<file path="src/rtl/i_fetch_pkg.sv">
// Shared fetch-stage definitions: reset PC default, NOP word, FSM encodings
// and the layout of one instruction-buffer entry.
package i_fetch_pkg;

  localparam logic [31:0] RESET_PC_DEFAULT = 32'h0000_0000;
  localparam logic [31:0] NOP_WORD         = 32'h0000_0000;

  typedef enum logic [1:0] {
    ST_FETCH = 2'd0,
    ST_WAIT  = 2'd1,
    ST_DROP  = 2'd2
  } fetch_state_e;

  typedef struct packed {
    logic [31:0] word;
    logic [31:0] pc;
  } fetch_entry_t;

  function automatic logic [31:0] word_align(input logic [31:0] addr);
    return {addr[31:2], 2'b00};
  endfunction

endpackage

</file>
<file path="src/rtl/fetch_fifo.sv">
// Synchronous FIFO with single-cycle flush. Pointers carry one extra wrap bit
// so full/empty fall out of a plain compare.
module fetch_fifo #(
  parameter int WIDTH = 64,
  parameter int DEPTH = 2
) (
  input  logic                     clk,
  input  logic                     rst,
  input  logic                     flush_i,
  input  logic                     push_i,
  input  logic [WIDTH-1:0]         data_i,
  input  logic                     pop_i,
  output logic [WIDTH-1:0]         data_o,
  output logic                     empty_o,
  output logic [$clog2(DEPTH):0]   count_o
);

  localparam int AW = $clog2(DEPTH);

  logic [AW:0]      wr_ptr_q, wr_ptr_d;
  logic [AW:0]      rd_ptr_q, rd_ptr_d;
  logic [WIDTH-1:0] mem_q [DEPTH];
  logic             full;
  logic             do_push;
  logic             do_pop;

  assign empty_o = (wr_ptr_q == rd_ptr_q);
  assign full    = (wr_ptr_q[AW] != rd_ptr_q[AW]) &&
                   (wr_ptr_q[AW-1:0] == rd_ptr_q[AW-1:0]);
  assign count_o = wr_ptr_q - rd_ptr_q;
  assign data_o  = mem_q[rd_ptr_q[AW-1:0]];

  // A pop frees the head slot in the same cycle, so a full FIFO still accepts a push.
  assign do_pop  = pop_i && !empty_o;
  assign do_push = push_i && (!full || do_pop);

  always_comb begin
    wr_ptr_d = wr_ptr_q;
    rd_ptr_d = rd_ptr_q;
    if (flush_i) begin
      wr_ptr_d = '0;
      rd_ptr_d = '0;
    end else begin
      if (do_push) wr_ptr_d = wr_ptr_q + (AW+1)'(1);
      if (do_pop)  rd_ptr_d = rd_ptr_q + (AW+1)'(1);
    end
  end

  always_ff @(posedge clk) begin
    if (rst) begin
      wr_ptr_q <= '0;
      rd_ptr_q <= '0;
    end else begin
      wr_ptr_q <= wr_ptr_d;
      rd_ptr_q <= rd_ptr_d;
    end
  end

  always_ff @(posedge clk) begin
    if (rst) begin
      for (int i = 0; i < DEPTH; i++) mem_q[i] <= '0;
    end else if (do_push && !flush_i) begin
      mem_q[wr_ptr_q[AW-1:0]] <= data_i;
    end
  end

endmodule

</file>
<file path="src/rtl/i_fetch.sv">
// Instruction fetch: owns the PC, keeps one imem read outstanding at most,
// buffers returned words with their PC and hands them to decode.
//
// state    | meaning
// ---------+---------------------------------------------------------------
// ST_FETCH | idle; issue a request once the buffer has room
// ST_WAIT  | request outstanding; on ack push word, chain next if room left
// ST_DROP  | redirected while outstanding; wait for ack and discard it
module i_fetch
  import i_fetch_pkg::*;
#(
  parameter logic [31:0] RESET_PC   = RESET_PC_DEFAULT,
  parameter int          FIFO_DEPTH = 2
) (
  input  logic        clk,
  input  logic        rst,
  output logic        imem_req,
  output logic [31:0] imem_addr,
  input  logic        imem_ack,
  input  logic [31:0] imem_rdata,
  input  logic        redirect_valid,
  input  logic [31:0] redirect_pc,
  output logic        instr_valid,
  input  logic        instr_ready,
  output logic [31:0] instruction,
  output logic [31:0] instr_pc
);

  localparam int CW = $clog2(FIFO_DEPTH) + 1;

  fetch_state_e state_q, state_d;
  logic [31:0]  pc_q, pc_d;
  logic [31:0]  addr_q, addr_d;
  logic         req_q, req_d;

  logic         fifo_push;
  logic         fifo_flush;
  logic         fifo_empty;
  logic [CW-1:0] fifo_count;
  fetch_entry_t fifo_wdata;
  fetch_entry_t fifo_head;
  logic         pop;
  logic [CW:0]  count_after;

  assign imem_req    = req_q;
  assign imem_addr   = addr_q;
  assign instr_valid = !fifo_empty;
  assign instruction = instr_valid ? fifo_head.word : NOP_WORD;
  assign instr_pc    = instr_valid ? fifo_head.pc   : 32'h0;

  assign pop         = instr_valid && instr_ready;
  assign count_after = {1'b0, fifo_count} + (CW+1)'(1) - {{CW{1'b0}}, pop};
  assign fifo_wdata  = '{word: imem_rdata, pc: addr_q};

  always_comb begin
    state_d    = state_q;
    pc_d       = pc_q;
    addr_d     = addr_q;
    req_d      = req_q;
    fifo_push  = 1'b0;
    fifo_flush = 1'b0;

    unique case (state_q)
      ST_FETCH: begin
        // A redirect this cycle makes pc_q stale, so hold off one cycle.
        if (!redirect_valid && (fifo_count < CW'(FIFO_DEPTH))) begin
          req_d   = 1'b1;
          addr_d  = pc_q;
          state_d = ST_WAIT;
        end
      end
      ST_WAIT: begin
        if (imem_ack) begin
          if (redirect_valid) begin
            req_d   = 1'b0;
            state_d = ST_FETCH;
          end else begin
            fifo_push = 1'b1;
            pc_d      = pc_q + 32'd4;
            if (count_after < (CW+1)'(FIFO_DEPTH)) begin
              addr_d = pc_q + 32'd4;
            end else begin
              req_d   = 1'b0;
              state_d = ST_FETCH;
            end
          end
        end else if (redirect_valid) begin
          state_d = ST_DROP;
        end
      end
      ST_DROP: begin
        if (imem_ack) begin
          req_d   = 1'b0;
          state_d = ST_FETCH;
        end
      end
      default: begin
        req_d   = 1'b0;
        state_d = ST_FETCH;
      end
    endcase

    if (redirect_valid) begin
      fifo_flush = 1'b1;
      pc_d       = word_align(redirect_pc);
    end
  end

  always_ff @(posedge clk) begin
    if (rst) begin
      state_q <= ST_FETCH;
      pc_q    <= RESET_PC;
      addr_q  <= 32'h0;
      req_q   <= 1'b0;
    end else begin
      state_q <= state_d;
      pc_q    <= pc_d;
      addr_q  <= addr_d;
      req_q   <= req_d;
    end
  end

  fetch_fifo #(
    .WIDTH (64),
    .DEPTH (FIFO_DEPTH)
  ) u_fifo (
    .clk     (clk),
    .rst     (rst),
    .flush_i (fifo_flush),
    .push_i  (fifo_push),
    .data_i  (fifo_wdata),
    .pop_i   (instr_ready),
    .data_o  (fifo_head),
    .empty_o (fifo_empty),
    .count_o (fifo_count)
  );

endmodule
</file>
<file path="config.mk">
export PLATFORM = sky130hd
export DESIGN_NAME = i_fetch
export DESIGN_NICKNAME = d
export VERILOG_FILES = /design/src/rtl/i_fetch_pkg.sv /design/src/rtl/fetch_fifo.sv /design/src/rtl/i_fetch.sv
export SDC_FILE = /design/constraint.sdc
export NUM_CORES = 1
export LEC_CHECK = 0
export BUFFER_PORTS_ARGS = -buffer_cell sky130_fd_sc_hd__clkbuf_2
export CORE_ASPECT_RATIO = 0.6
export CORE_MARGIN = 1.5
export CORE_UTILIZATION = 60
export DETAILED_ROUTE_END_ITERATION = 10
export MAX_ROUTING_LAYER = met4
export PLACE_DENSITY = 0.86
export SLEW_MARGIN = 40
export SYNTH_ARGS = -nofsm -noshare
export SYNTH_HDL_FRONTEND = slang
export SYNTH_SLANG_ARGS = --single-unit
</file>
<file path="constraint.sdc">
create_clock -name clk -period 7.01 [get_ports clk]
set_clock_uncertainty 0.2 [all_clocks]
set_input_delay 0 -clock clk [delete_from_list [all_inputs] [get_ports clk]]
set_output_delay 0 -clock clk [all_outputs]
set_load 0.02 [all_outputs]
</file>
==> results.toml <==
[yosys]
synth_cells = 841
synth_ff_type = "edfxtp_1"
synth_seq_area_share = 0.555
synth_top_family_by_area = "simple AND/OR/NAND/NOR gates"
synth_area_per_cell_um2 = 10.9
synth_seq_cells = 192
synth_edf_count = 124
synth-compound-area-share = 0.0551
syn_area_um2 = 9170
synthMuxAreaShare = 0.0710
yosys_warnings = 0
synthAdderAreaFrac = 0.00273
async_flop_share = 0
synthXorXnorAreaFrac = 0.0602
synth-simple-area-share = 0.222
synth.distinct_cells = 46

[setup_path]
cp.required_ns = 6.86
critPathTopFamily = "simple AND/OR/NAND/NOR gates"
crit_chain = "and3b_1 -> o21ai_1 -> nor3_4 -> buf_4 -> or2_2 -> buf_6"
crit_fanout = 63
slowest_delay_ns = 0.63
timing.rr.start = "state_q[0]$_SDFFE_PP0P_"
startpoint_type = "flop"
worst-r2r-cell-count = 6
path_buf_inv = 2
cp_slowest_cell = "dfxtp_1"
critPathKind = "flop to flop"
end_kind = "flop"
r2r-end = "u_fifo.mem_q[0][57]$_SDFFCE_PN0P_"
r2r_setup_slack_ns = 3.44
worstPathArrival_ns = 3.43

[grt]
grt-ovfl-total = 0
antenna_found_initial = 0
grt_pass1_vias = 6302
grt_first_pass_wirelength_um = 32400
grt_max_degree = 66
grt_use_total = 0.270

[sta]
worst_slack_ns = 3.44
fin_crit_ns = 3.57
clock.fmax_ghz = 0.280
tightest_slew_ns = 0.798
maxSlewHeadroom = 0.468
fin_tns_setup_ns = 0
rsz0062_at_grt = "no"
hold_viol_final = 0
post-route-period-util = 0.510
setup_viol = 0
drv_slew = 0

[hold_path]
hold_start = "rst"
min_to = "pc_q[8]$_SDFFE_PP0P_"
hold_depth = 3
worstHoldPathType = "input pin to flop"

[clocking]
numCtsBuffers = 17
path_clk_slew_ns = 0.07
cts_tree = "yes"
cts.htree.levels = 4
clkLatencyLatePin_ns = 0.42
cts_root_buf = "clkbuf_16"
clock_path_buffers = 2
cts_resized = 0
clock-sinks = 192

[place]
gp_congestion = 0.926
io_buffers = 160
place_inst = 1145
dpl_worst_slack_ns = 3.33
hpwl_um = 12500

[route]
dr.pass1.iters = 5
vias_per_cell = 5.46
wl_per_cell_um = 16.4
routed_wl_um = 20500
dr_total_vias = 6848
ant_nets = 0
drt_iter0_drc = 588
drc = 0

[power_and_ir_drop]
p_clk_frac = 0.382
peakVddDrop_mv = 0.164
p_sw_mw = 0.627
p_int_mw = 1.86
power.density_nw_per_um2 = 218
p_seq_frac = 0.524
netSwitchingFraction = 0.252
leakagePower_nw = 4.36
combinationalPowerShare = 0.094

[layout]
n_antenna_cell = 0
area_growth_syn_to_layout_pct = 24.4
drive_gt1_frac = 0.211
finalNonFillerCells = 1254
nets = 1114

[floorplanning]
die_h_um = 98.8
die-area_um2 = 16100
die_x_um = 163
start_util = 0.623
rows = 34
ios = 167
core_area_um2 = 14700

[job]
max-cap-violations = 0

[status]
status = "complete, no violations"
==> registers in the layout, indices dropped and copies added, names as in the netlist, named ones only <==
name / count
imem_addr: 30
state_q: 2
imem_req: 1
u_fifo.wr_ptr_q: 2
u_fifo.mem_q: 124
pc_q: 30
u_fifo.rd_ptr_q: 2
==> tightest hold or removal path, stage by stage <==
cell and delay [ns]:
clkbuf_2 0.08, buf_4 0.32, a21oi_1 0.19
==> final cells by class <==
cell class                      instances  area (um2)
Inverter                                7        26.3
Tap cell                              198         248
Timing Repair Buffer                  246        1660
Clock buffer                           18         429
Multi-Input combinational cell        579        3800
Fill cell                             962        3320
Clock inverter                         14         149
Sequential cell                       192        5090
==> worst max path at each step <==
stage / start / depth (start not counted) / to / slack, ns
2_1_floorplan: state_q[1]$_SDFFE_PP0P_ / 6 / u_fifo.mem_q[0][10]$_SDFFCE_PN0P_ / 4.23
3_3_place_gp: state_q[0]$_SDFFE_PP0P_ / 6 / u_fifo.mem_q[0][56]$_SDFFCE_PN0P_ / 3.41
3_5_place_dp: state_q[0]$_SDFFE_PP0P_ / 6 / u_fifo.mem_q[0][3]$_SDFFCE_PN0P_ / 3.33
4_1_cts: state_q[0]$_SDFFE_PP0P_ / 6 / u_fifo.mem_q[0][62]$_SDFFCE_PN0P_ / 3.32
5_1_grt: state_q[0]$_SDFFE_PP0P_ / 6 / u_fifo.mem_q[0][16]$_SDFFCE_PN0P_ / 3.25
6_report: state_q[0]$_SDFFE_PP0P_ / 6 / u_fifo.mem_q[0][57]$_SDFFCE_PN0P_ / 3.44
==> per-stage QoR <==
stage	power [mW]	utilization	instance area, um2	hold slack, ns
final	2.49	0.775	11400	0.0315
after global routing	2.57	0.775	11400	0.0427
after CTS	2.49	0.774	11400	0.00852
after detailed placement	1.52	0.683	10000	0.0375
after global placement	1.52	0.681	10000	0.0306
after floorplan	1.45	-	9180	-0.121
==> per-layer routing <==
layer,vias to the layer above,share of wire,track usage
met5,-,0,-
met4,0,0.013,0.0797
met3,30,0.077,0.0509
met2,278,0.46,0.407
met1,3218,0.45,0.374
li1,3322,-,-
==> synthesized netlist by cell type, types with 3 or more instances <==
master    count  area share
a211oi_1     46       0.038
or2_2         3      0.0020
mux2i_1      65       0.071
nor3_1       16      0.0087
nand2_1      33       0.014
buf_1         4      0.0016
a21oi_1       9      0.0049
nor4_1        5      0.0034
inv_1         7      0.0029
nor3_2        5      0.0055
dfxtp_1      68        0.15
xnor2_1      24       0.023
nand4_1      16       0.011
clkbuf_1     44       0.018
and2_1      128       0.087
edfxtp_1    124        0.41
buf_2        10      0.0055
nand3_1      19       0.010
buf_4         7      0.0057
xor2_1       39       0.037
nor2_1      130       0.053
or3_1         3      0.0020
==> logic make-up (layout without fill, tap and decap cells) <==
kind of cell,count (synthesis),count (layout)
compound gates,67,67
other cells,1,4
simple gates,378,378
buf+inv,73,285
xor+xnor,63,63
fa+ha+maj,2,2
mux,65,65
flops,192,192
==> placed cells by master (no fill, tap or decap), types with 3 or more instances in the layout <==
| cell | synthesis | final |
|---|---|---|
| clkbuf_16 | 0 | 17 |
| a21oi_1 | 9 | 9 |
| edfxtp_1 | 124 | 124 |
| or3_1 | 3 | 3 |
| nand3_1 | 19 | 19 |
| inv_1 | 7 | 7 |
| inv_8 | 0 | 4 |
| inv_6 | 0 | 3 |
| xor2_1 | 39 | 39 |
| dfxtp_1 | 68 | 67 |
| buf_4 | 7 | 6 |
| clkinv_4 | 0 | 4 |
| nor2_1 | 130 | 130 |
| nand2_1 | 33 | 33 |
| mux2i_1 | 65 | 65 |
| nor3_2 | 5 | 4 |
| nand4_1 | 16 | 16 |
| xnor2_1 | 24 | 24 |
| nor4_1 | 5 | 5 |
| clkbuf_2 | 1 | 160 |
| nor3_1 | 16 | 15 |
| conb_1 | 1 | 4 |
| dlygate4sd3_1 | 0 | 77 |
| a211oi_1 | 46 | 46 |
| and2_1 | 128 | 127 |
==> what timing repair did <==
item	CTS	global route
buffers inserted	0	0
hold buffers	77	0
endpoints found under the hold margin	100	0
==> power by group through the flow <==
| stage | Combinational, mW | Sequential (mW) | Clock [mW] |
|---|---|---|---|
| finish | 0.233 | 1.30 | 0.951 |
| global route | 0.254 | 1.31 | 1.00 |
| CTS | 0.231 | 1.30 | 0.961 |
| detailed placement | 0.196 | 1.33 | 0 |
| global placement | 0.191 | 1.32 | 0 |
| floorplan | 0.122 | 1.33 | 0 |
No activity file was read; power rests on OpenSTA's default activity.
